$ cat config.mk
export PLATFORM = sky130hd
export DESIGN_NAME = ahb_bridge_arbiter
export DESIGN_NICKNAME = d
export VERILOG_FILES = /design/src/rtl/ahb_pkg.sv /design/src/rtl/ahb_bridge_arbiter_rr_pick.sv /design/src/rtl/ahb_bridge_arbiter.sv
export SDC_FILE = /design/constraint.sdc
export NUM_CORES = 1
export LEC_CHECK = 0
export BUFFER_PORTS_ARGS = -buffer_cell sky130_fd_sc_hd__buf_2
export CELL_PAD_IN_SITES_DETAIL_PLACEMENT = 0
export CELL_PAD_IN_SITES_GLOBAL_PLACEMENT = 1
export CORE_ASPECT_RATIO = 0.5
export CORE_MARGIN = 10
export CORE_UTILIZATION = 21
export DETAILED_ROUTE_END_ITERATION = 10
export HOLD_SLACK_MARGIN = 0.06
export PLACE_DENSITY = 0.87
export SKIP_LAST_GASP = 1
export SLEW_MARGIN = 10
export SYNTH_ARGS = -nofsm -noshare
export SYNTH_HDL_FRONTEND = slang
export SYNTH_SLANG_ARGS = --single-unit
export TNS_END_PERCENT = 1
$ cat constraint.sdc
create_clock -name hclk -period 4.8 [get_ports hclk]
set_input_delay 0.24 -clock hclk [delete_from_list [all_inputs] [get_ports hclk]]
set_output_delay 0.24 -clock hclk [all_outputs]
set_load 0.01 [all_outputs]
$ cat src/rtl/ahb_pkg.sv
`timescale 1ns/1ps
`default_nettype none
// ============================================================================
// Module  : ahb_pkg
// Brief   : Shared AHB encodings and arbiter state type for the bridge arbiter.
// Revision: 1.0 - initial release
// ============================================================================
package ahb_pkg;

    localparam int MAX_MASTERS = 4;

    typedef enum logic [1:0] {
        HTRANS_IDLE   = 2'b00,
        HTRANS_BUSY   = 2'b01,
        HTRANS_NONSEQ = 2'b10,
        HTRANS_SEQ    = 2'b11
    } htrans_t;

    typedef enum logic [0:0] {
        ARB_PARK  = 1'b0,
        ARB_OWNED = 1'b1
    } arb_state_t;

endpackage
`default_nettype wire

$ cat src/rtl/ahb_bridge_arbiter_rr_pick.sv
`timescale 1ns/1ps
`default_nettype none
// ============================================================================
// Module  : rr_pick
// Brief   : Combinational round-robin selector; first requester at or after
//           i_ptr wins, returned both one-hot and as an index.
// Revision: 1.0 - initial release
// ============================================================================
module rr_pick
    import ahb_pkg::*;
#(
    parameter int NUM_MASTERS = 2
) (
    input  logic [NUM_MASTERS-1:0] i_req,
    input  logic [1:0]             i_ptr,
    output logic [NUM_MASTERS-1:0] o_gnt,
    output logic [1:0]             o_idx,
    output logic                   o_any
);

    logic [MAX_MASTERS-1:0] w_req_pad;
    logic [MAX_MASTERS-1:0] w_gnt_pad;
    logic [1:0]             w_pos;

    assign w_req_pad = MAX_MASTERS'(i_req);

    // Walk from the farthest candidate back to i_ptr so the nearest one wins.
    always_comb begin
        w_gnt_pad = '0;
        w_pos     = '0;
        o_idx     = '0;
        o_any     = 1'b0;
        for (int k = NUM_MASTERS - 1; k >= 0; k--) begin
            w_pos = 2'((int'(i_ptr) + k) % NUM_MASTERS);
            if (w_req_pad[w_pos]) begin
                w_gnt_pad = MAX_MASTERS'(1) << w_pos;
                o_idx     = w_pos;
                o_any     = 1'b1;
            end
        end
    end

    assign o_gnt = w_gnt_pad[NUM_MASTERS-1:0];

endmodule
`default_nettype wire

$ cat src/rtl/ahb_bridge_arbiter.sv
`timescale 1ns/1ps
`default_nettype none
// ============================================================================
// Module  : ahb_bridge_arbiter
// Brief   : Round-robin AHB-Lite arbiter with bounded hold time in front of
//           the AHB-to-APB bridge. Optional master lock via AHB_ARB_LOCK_EN.
// Revision: 1.0 - initial release
// ============================================================================
module ahb_bridge_arbiter
    import ahb_pkg::*;
#(
    parameter int NUM_MASTERS = 2,
    parameter int MAX_HOLD    = 16
) (
    input  logic                      hclk,
    input  logic                      hreset,
    input  logic [NUM_MASTERS-1:0]    m_hbusreq,
    input  logic [2*NUM_MASTERS-1:0]  m_htrans,
    input  logic [32*NUM_MASTERS-1:0] m_haddr,
    input  logic [NUM_MASTERS-1:0]    m_hwrite,
    input  logic [32*NUM_MASTERS-1:0] m_hwdata,
`ifdef AHB_ARB_LOCK_EN
    input  logic [NUM_MASTERS-1:0]    m_hlock,
`endif
    output logic [NUM_MASTERS-1:0]    m_hgrant,
    output logic                      m_hready,
    output logic [31:0]               m_hrdata,
    output logic [1:0]                hmaster,
    output logic [1:0]                s_htrans,
    output logic [31:0]               s_haddr,
    output logic                      s_hwrite,
    output logic [31:0]               s_hwdata,
    output logic                      s_hready_in,
    input  logic                      s_hready_out,
    input  logic [31:0]               s_hrdata
);

    localparam logic [7:0] c_max_hold = 8'(MAX_HOLD);
    localparam logic [1:0] c_last_idx = 2'(NUM_MASTERS - 1);

    logic [1:0]             w_htrans [MAX_MASTERS];
    logic [31:0]            w_haddr  [MAX_MASTERS];
    logic [31:0]            w_hwdata [MAX_MASTERS];
    logic [MAX_MASTERS-1:0] w_hwrite;
    logic [MAX_MASTERS-1:0] w_req;
    logic [MAX_MASTERS-1:0] w_lock;

    arb_state_t             r_state;
    arb_state_t             w_state_nxt;
    logic [NUM_MASTERS-1:0] r_hgrant;
    logic [1:0]             r_hmaster;
    logic [1:0]             r_rr_ptr;
    logic [7:0]             r_hold;
    logic [1:0]             r_data_owner;
    logic                   r_data_valid;

    logic [NUM_MASTERS-1:0] w_pick_gnt;
    logic [1:0]             w_pick_idx;
    logic                   w_pick_any;
    logic                   w_arb;
    logic                   w_release;
    logic                   w_others;
    logic                   w_expired;
    logic                   w_count;

    // Pad per-master buses to MAX_MASTERS so 2-bit indices never run off the end.
    for (genvar gi = 0; gi < MAX_MASTERS; gi++) begin : g_unpack
        if (gi < NUM_MASTERS) begin : g_used
            assign w_htrans[gi] = m_htrans[2*gi +: 2];
            assign w_haddr[gi]  = m_haddr[32*gi +: 32];
            assign w_hwdata[gi] = m_hwdata[32*gi +: 32];
            assign w_hwrite[gi] = m_hwrite[gi];
            assign w_req[gi]    = m_hbusreq[gi];
`ifdef AHB_ARB_LOCK_EN
            assign w_lock[gi]   = m_hlock[gi];
`else
            assign w_lock[gi]   = 1'b0;
`endif
        end else begin : g_unused
            assign w_htrans[gi] = '0;
            assign w_haddr[gi]  = '0;
            assign w_hwdata[gi] = '0;
            assign w_hwrite[gi] = 1'b0;
            assign w_req[gi]    = 1'b0;
            assign w_lock[gi]   = 1'b0;
        end
    end

    rr_pick #(
        .NUM_MASTERS (NUM_MASTERS)
    ) u_rr_pick (
        .i_req (m_hbusreq),
        .i_ptr (r_rr_ptr),
        .o_gnt (w_pick_gnt),
        .o_idx (w_pick_idx),
        .o_any (w_pick_any)
    );

    assign w_others  = |(w_req & ~(MAX_MASTERS'(1) << r_hmaster));
    assign w_expired = (r_hold >= c_max_hold);
    // A SEQ beat is never cut, so expiry only bites on the next non-SEQ transfer.
    assign w_release = (s_htrans == HTRANS_IDLE) || !w_req[r_hmaster] ||
                       (w_expired && (s_htrans != HTRANS_SEQ));
    assign w_count   = s_hready_out && (r_state == ARB_OWNED) &&
                       (s_htrans != HTRANS_IDLE) && w_others && (r_hold < c_max_hold);

    always_comb begin
        w_state_nxt = r_state;
        w_arb       = 1'b0;
        case (r_state)
            ARB_PARK:  w_arb = s_hready_out;
            ARB_OWNED: w_arb = s_hready_out && !w_lock[r_hmaster] && w_release;
            default:   w_arb = 1'b0;
        endcase
        if (w_arb) begin
            w_state_nxt = w_pick_any ? ARB_OWNED : ARB_PARK;
        end
    end

    always_ff @(posedge hclk or posedge hreset) begin
        if (hreset) begin
            r_state <= ARB_PARK;
        end else begin
            r_state <= w_state_nxt;
        end
    end

    always_ff @(posedge hclk or posedge hreset) begin
        if (hreset) begin
            r_hgrant     <= NUM_MASTERS'(1);
            r_hmaster    <= '0;
            r_rr_ptr     <= '0;
            r_hold       <= '0;
            r_data_owner <= '0;
            r_data_valid <= 1'b0;
        end else begin
            if (w_arb && w_pick_any) begin
                r_hgrant  <= w_pick_gnt;
                r_hmaster <= w_pick_idx;
                r_rr_ptr  <= (w_pick_idx == c_last_idx) ? 2'd0 : w_pick_idx + 2'd1;
            end
            // A fresh tenure (new owner or leaving PARK) starts its hold budget at zero.
            if (w_arb && w_pick_any && ((w_pick_idx != r_hmaster) || (r_state == ARB_PARK))) begin
                r_hold <= '0;
            end else if (w_count) begin
                r_hold <= r_hold + 8'd1;
            end
            if (s_hready_out) begin
                r_data_owner <= r_hmaster;
                r_data_valid <= s_htrans[1];
            end
        end
    end

    assign m_hgrant    = r_hgrant;
    assign hmaster     = r_hmaster;
    assign s_htrans    = w_htrans[r_hmaster];
    assign s_haddr     = w_haddr[r_hmaster];
    assign s_hwrite    = w_hwrite[r_hmaster];
    assign s_hwdata    = r_data_valid ? w_hwdata[r_data_owner] : 32'd0;
    assign m_hready    = s_hready_out;
    assign s_hready_in = s_hready_out;
    assign m_hrdata    = s_hrdata;

endmodule
`default_nettype wire

==> results.py <==
metrics = {
    "cts": {
        "clock_path_buffers": 2,
        "cts.repair_timing.setup_buffer_count": 0,
        "insertion_delay_ns": 0.24,
        "hold_buffers": 1,
        "cts_root_buf": "sky130_fd_sc_hd__clkbuf_16",
        "cts_tree": "built",
        "clock_sink_count": 14,
        "htreeDepth": 1,
        "clock_transition_at_path_regs_ns": 0.05,
        "cts_buffers": 3,
        "cts_resized": 0,
    },
    "pwr": {
        "leakage_nw": 1.633,
        "total_power_mw": 1.070,
        "power.density_nw_per_um2": 362.8,
        "worst_ir_drop_vdd_v": 0.0001863,
    },
    "logic_synthesis": {
        "synth_seq_cells": 14,
        "post_synth_xor_area_fraction_pct": 1.330,
        "synthDistinctLibCells": 30,
        "postSynthCellCount": 211,
        "main_combinational_cell_family_by_area_after_synthesis": "multiplexers",
        "post_synth_and_or_nand_nor_area_fraction_pct": 17.48,
        "synth-adder-area-share_pct": 1.267,
        "postSynth.topFlopCell": "sky130_fd_sc_hd__dfrtp_1",
        "postSynthNetCount": 384,
        "synth_enable_flop_cells": 0,
        "synth-seq-area-share_pct": 17.80,
        "muxShareOfSynthArea_pct": 38.89,
        "ys.warnings.count": 0,
        "area_fraction_in_compound_gates_after_synthesis_pct": 5.383,
        "post_synth_instance_area_um2": 1976,
        "post_synth.cell_area_avg_um2": 9.363,
        "ys_async_rst_share_pct": 100.0,
    },
    "detailed_routing": {
        "wl_met2_mm": 4.942,
        "ant_nets": 0,
        "drt_pass_1_iters": 4,
        "top_layer": "met4",
        "wl_met3_um": 257,
        "vias_per_cell": 4.044,
        "routedLengthMet1_mm": 3.317,
        "drc_errors": 0,
        "avgRoutedWirePerCell_um": 17.31,
        "detailroute.via_count": 2006,
        "first_iter_violations": 128,
        "route.final.wire_length_mm": 8.584,
    },
    "floorplan": {
        "num_rows": 24,
        "chipWidth_um": 157.2,
        "core_area_um2": 8919,
        "initial_core_util_pct": 22.15,
        "num_io_pins": 276,
        "dieHeight_um": 88.59,
        "design.die.area_um2": 13920,
    },
    "global_routing": {
        "grt_first_pass_wirelength_mm": 12.60,
        "via_count_of_the_first_global_routing_pass": 2215,
        "grt_overflow": 0,
        "antenna_violations_before_repair": 0,
        "grt_util_all_layers_pct": 11.17,
        "grt_start_max_net_pins": 41,
    },
    "worst_hold_path": {
        "hold_path_class": "primary input to register",
        "hold_depth": 3,
        "hp-start": "m_hbusreq[1]",
        "endpoint_of_the_worst_hold_timing_path": "r_rr_ptr[0]",
    },
    "sta": {
        "setup-violations-final": 0,
        "finalHoldViolCount": 0,
        "final.period_utilization_pct": 42.63,
        "tightestPinTransition_ns": 0.9385,
        "unrepaired_setup_endpoints_after_global_routing": "no",
        "finClkSkew_ns": 0.002816,
        "worst_slack_ns": 2.754,
        "fin_crit_ns": 2.046,
        "finalMaxSlewViolations": 0,
        "timing.slew.headroom_pct": 37.43,
        "timing.hold.ws_ns": 0.3703,
        "final.setup.tns_ns": 0,
        "clock.fmax_mhz": 488.7,
    },
    "cells_and_area": {
        "nets": 553,
        "multi_input_comb_area_um2": 1275,
        "layout-drive-gt1-share_pct": 68.60,
        "n_fill_cell": 937,
        "seqCellArea_um2": 352.8,
        "post-route-util_pct": 33.08,
        "syn2layout_area_growth_pct": 49.34,
        "diodes": 0,
    },
    "placed_design": {
        "detailedPlace.worstSlack_ns": 2.757,
        "place.port_buffers": 210,
        "place.gp.congestion": 0.8214,
        "detailedPlacementHpwl_mm": 7.553,
    },
    "flow_run": {
        "max_cap_viol_count": 0,
    },
    "critical_path": {
        "timing_worst_setup_path_type": "register to primary output",
        "reg2reg_to": "r_rr_ptr[0]",
        "critical_path_at_ns": 1.81,
        "crit_path_end_kind": "primary output",
        "cpLargestDelayFamily": "flip-flops",
        "number_of_buffers_and_inverters_on_the_critical_path": 1,
        "worst_path_max_delay_cell": "sky130_fd_sc_hd__dfrtp_2",
        "crit-reg2reg-launch": "m_hgrant[1]",
        "worstRegToRegCells": 6,
        "ff2ff_setup_slack_ns": 2.76,
        "critical_path.max_stage_delay_ns": 0.98,
        "cp_data_required_time_ns": 4.56,
        "timing.critical_path.cells": "mux2i_1 -> nor2b_1 -> buf_2",
        "critPathLaunchType": "register",
        "path_max_fanout": 33,
    },
    "status": {
        "status": "complete, no violations",
    },
}
-- registers in the layout (all words and copies together), names as in the netlist --
name          count
r_hold            8
m_hgrant          2
r_data_owner      1
r_data_valid      1
r_rr_ptr          1
r_state           1
-- placed cells by master, fill, tap and decap left out, types with 3 or more instances in the layout --
cell                        instances
sky130_fd_sc_hd__buf_2            210
sky130_fd_sc_hd__xnor2_1            3
sky130_fd_sc_hd__nor2b_1           35
sky130_fd_sc_hd__nand2_1            4
sky130_fd_sc_hd__mux2i_1           34
sky130_fd_sc_hd__inv_1              5
sky130_fd_sc_hd__nor2_1             8
sky130_fd_sc_hd__dfrtp_1           12
sky130_fd_sc_hd__clkbuf_16          3
sky130_fd_sc_hd__mux2_2            38
-- report_power, final --
part           switching [mW]  internal (mW)
clock network          0.0470          0.126
logic                   0.304          0.358
registers              0.0908          0.144
total                   0.442          0.628
-- worst register-to-register path: cells and delay by family (launching register included) --
family                 cells  cell delay [ns]
flip-flops                 1             0.41
AO/OA/AOI/OAI              3             0.70
AND/OR/NAND/NOR            2             0.37
buffers and inverters      1             0.45
-- metal layers --
layer | track usage [%] | up-vias
li1 | - | 1023
met1 | 12.67 | 928
met2 | 21.58 | 43
met4 | 2.698 | 0
met3 | 1.840 | 12
met5 | 0 | -
-- metrics by stage --
stage | cells | cell area (um^2)
after floorplan | 211 | 1976
after global placement | 491 | 2851
after detailed placement | 491 | 2851
after CTS | 496 | 2950
after global routing | 496 | 2950
final | 496 | 2950
-- logic make-up after synthesis --
kind of cell	count (synthesis)
DFF	14
buffers and inverters	53
AOI/OAI and AO/OA	10
adders and majority gates	2
muxes	72
other	1
and+or+nand+nor	56
xor gates and xnor gates	3
-- worst max path at each step --
stage	start	end	cells past startpoint
floorplan	m_hgrant[1]	s_haddr[10]	4
global placement	m_hgrant[1]	r_hold[0]	6
detailed placement	m_hgrant[1]	r_hold[1]	6
CTS	r_data_owner[0]	s_hwdata[14]	3
global route	m_hgrant[1]	r_rr_ptr[0]	6
finish	r_data_owner[0]	s_hwdata[14]	3
-- Yosys cell counts (2+ instances only) --
library cell,number,area [um^2]
sky130_fd_sc_hd__mux2_2,38,427.9
sky130_fd_sc_hd__buf_4,36,270.3
sky130_fd_sc_hd__nor2b_1,35,219.0
sky130_fd_sc_hd__mux2i_1,34,340.3
sky130_fd_sc_hd__dfrtp_1,13,325.3
sky130_fd_sc_hd__nor2_1,8,30.03
sky130_fd_sc_hd__buf_2,6,30.03
sky130_fd_sc_hd__clkbuf_1,5,18.77
sky130_fd_sc_hd__inv_1,5,18.77
sky130_fd_sc_hd__nand2_1,4,15.01
sky130_fd_sc_hd__xnor2_1,3,26.28
sky130_fd_sc_hd__ha_1,2,25.02
sky130_fd_sc_hd__nand3_1,2,10.01
sky130_fd_sc_hd__nor3_1,2,10.01
sky130_fd_sc_hd__o21ai_0,2,10.01
sky130_fd_sc_hd__o22a_1,2,17.52
-- cell type report --
cell class | instances | share of cell area [%]
Clock buffer | 4 | 3.011
Tap cell | 117 | 4.962
Sequential cell | 14 | 11.96
Inverter | 5 | 0.6361
Multi-Input combinational cell | 144 | 43.21
Timing Repair Buffer | 212 | 36.22
Power figures use the tool's default switching activity.
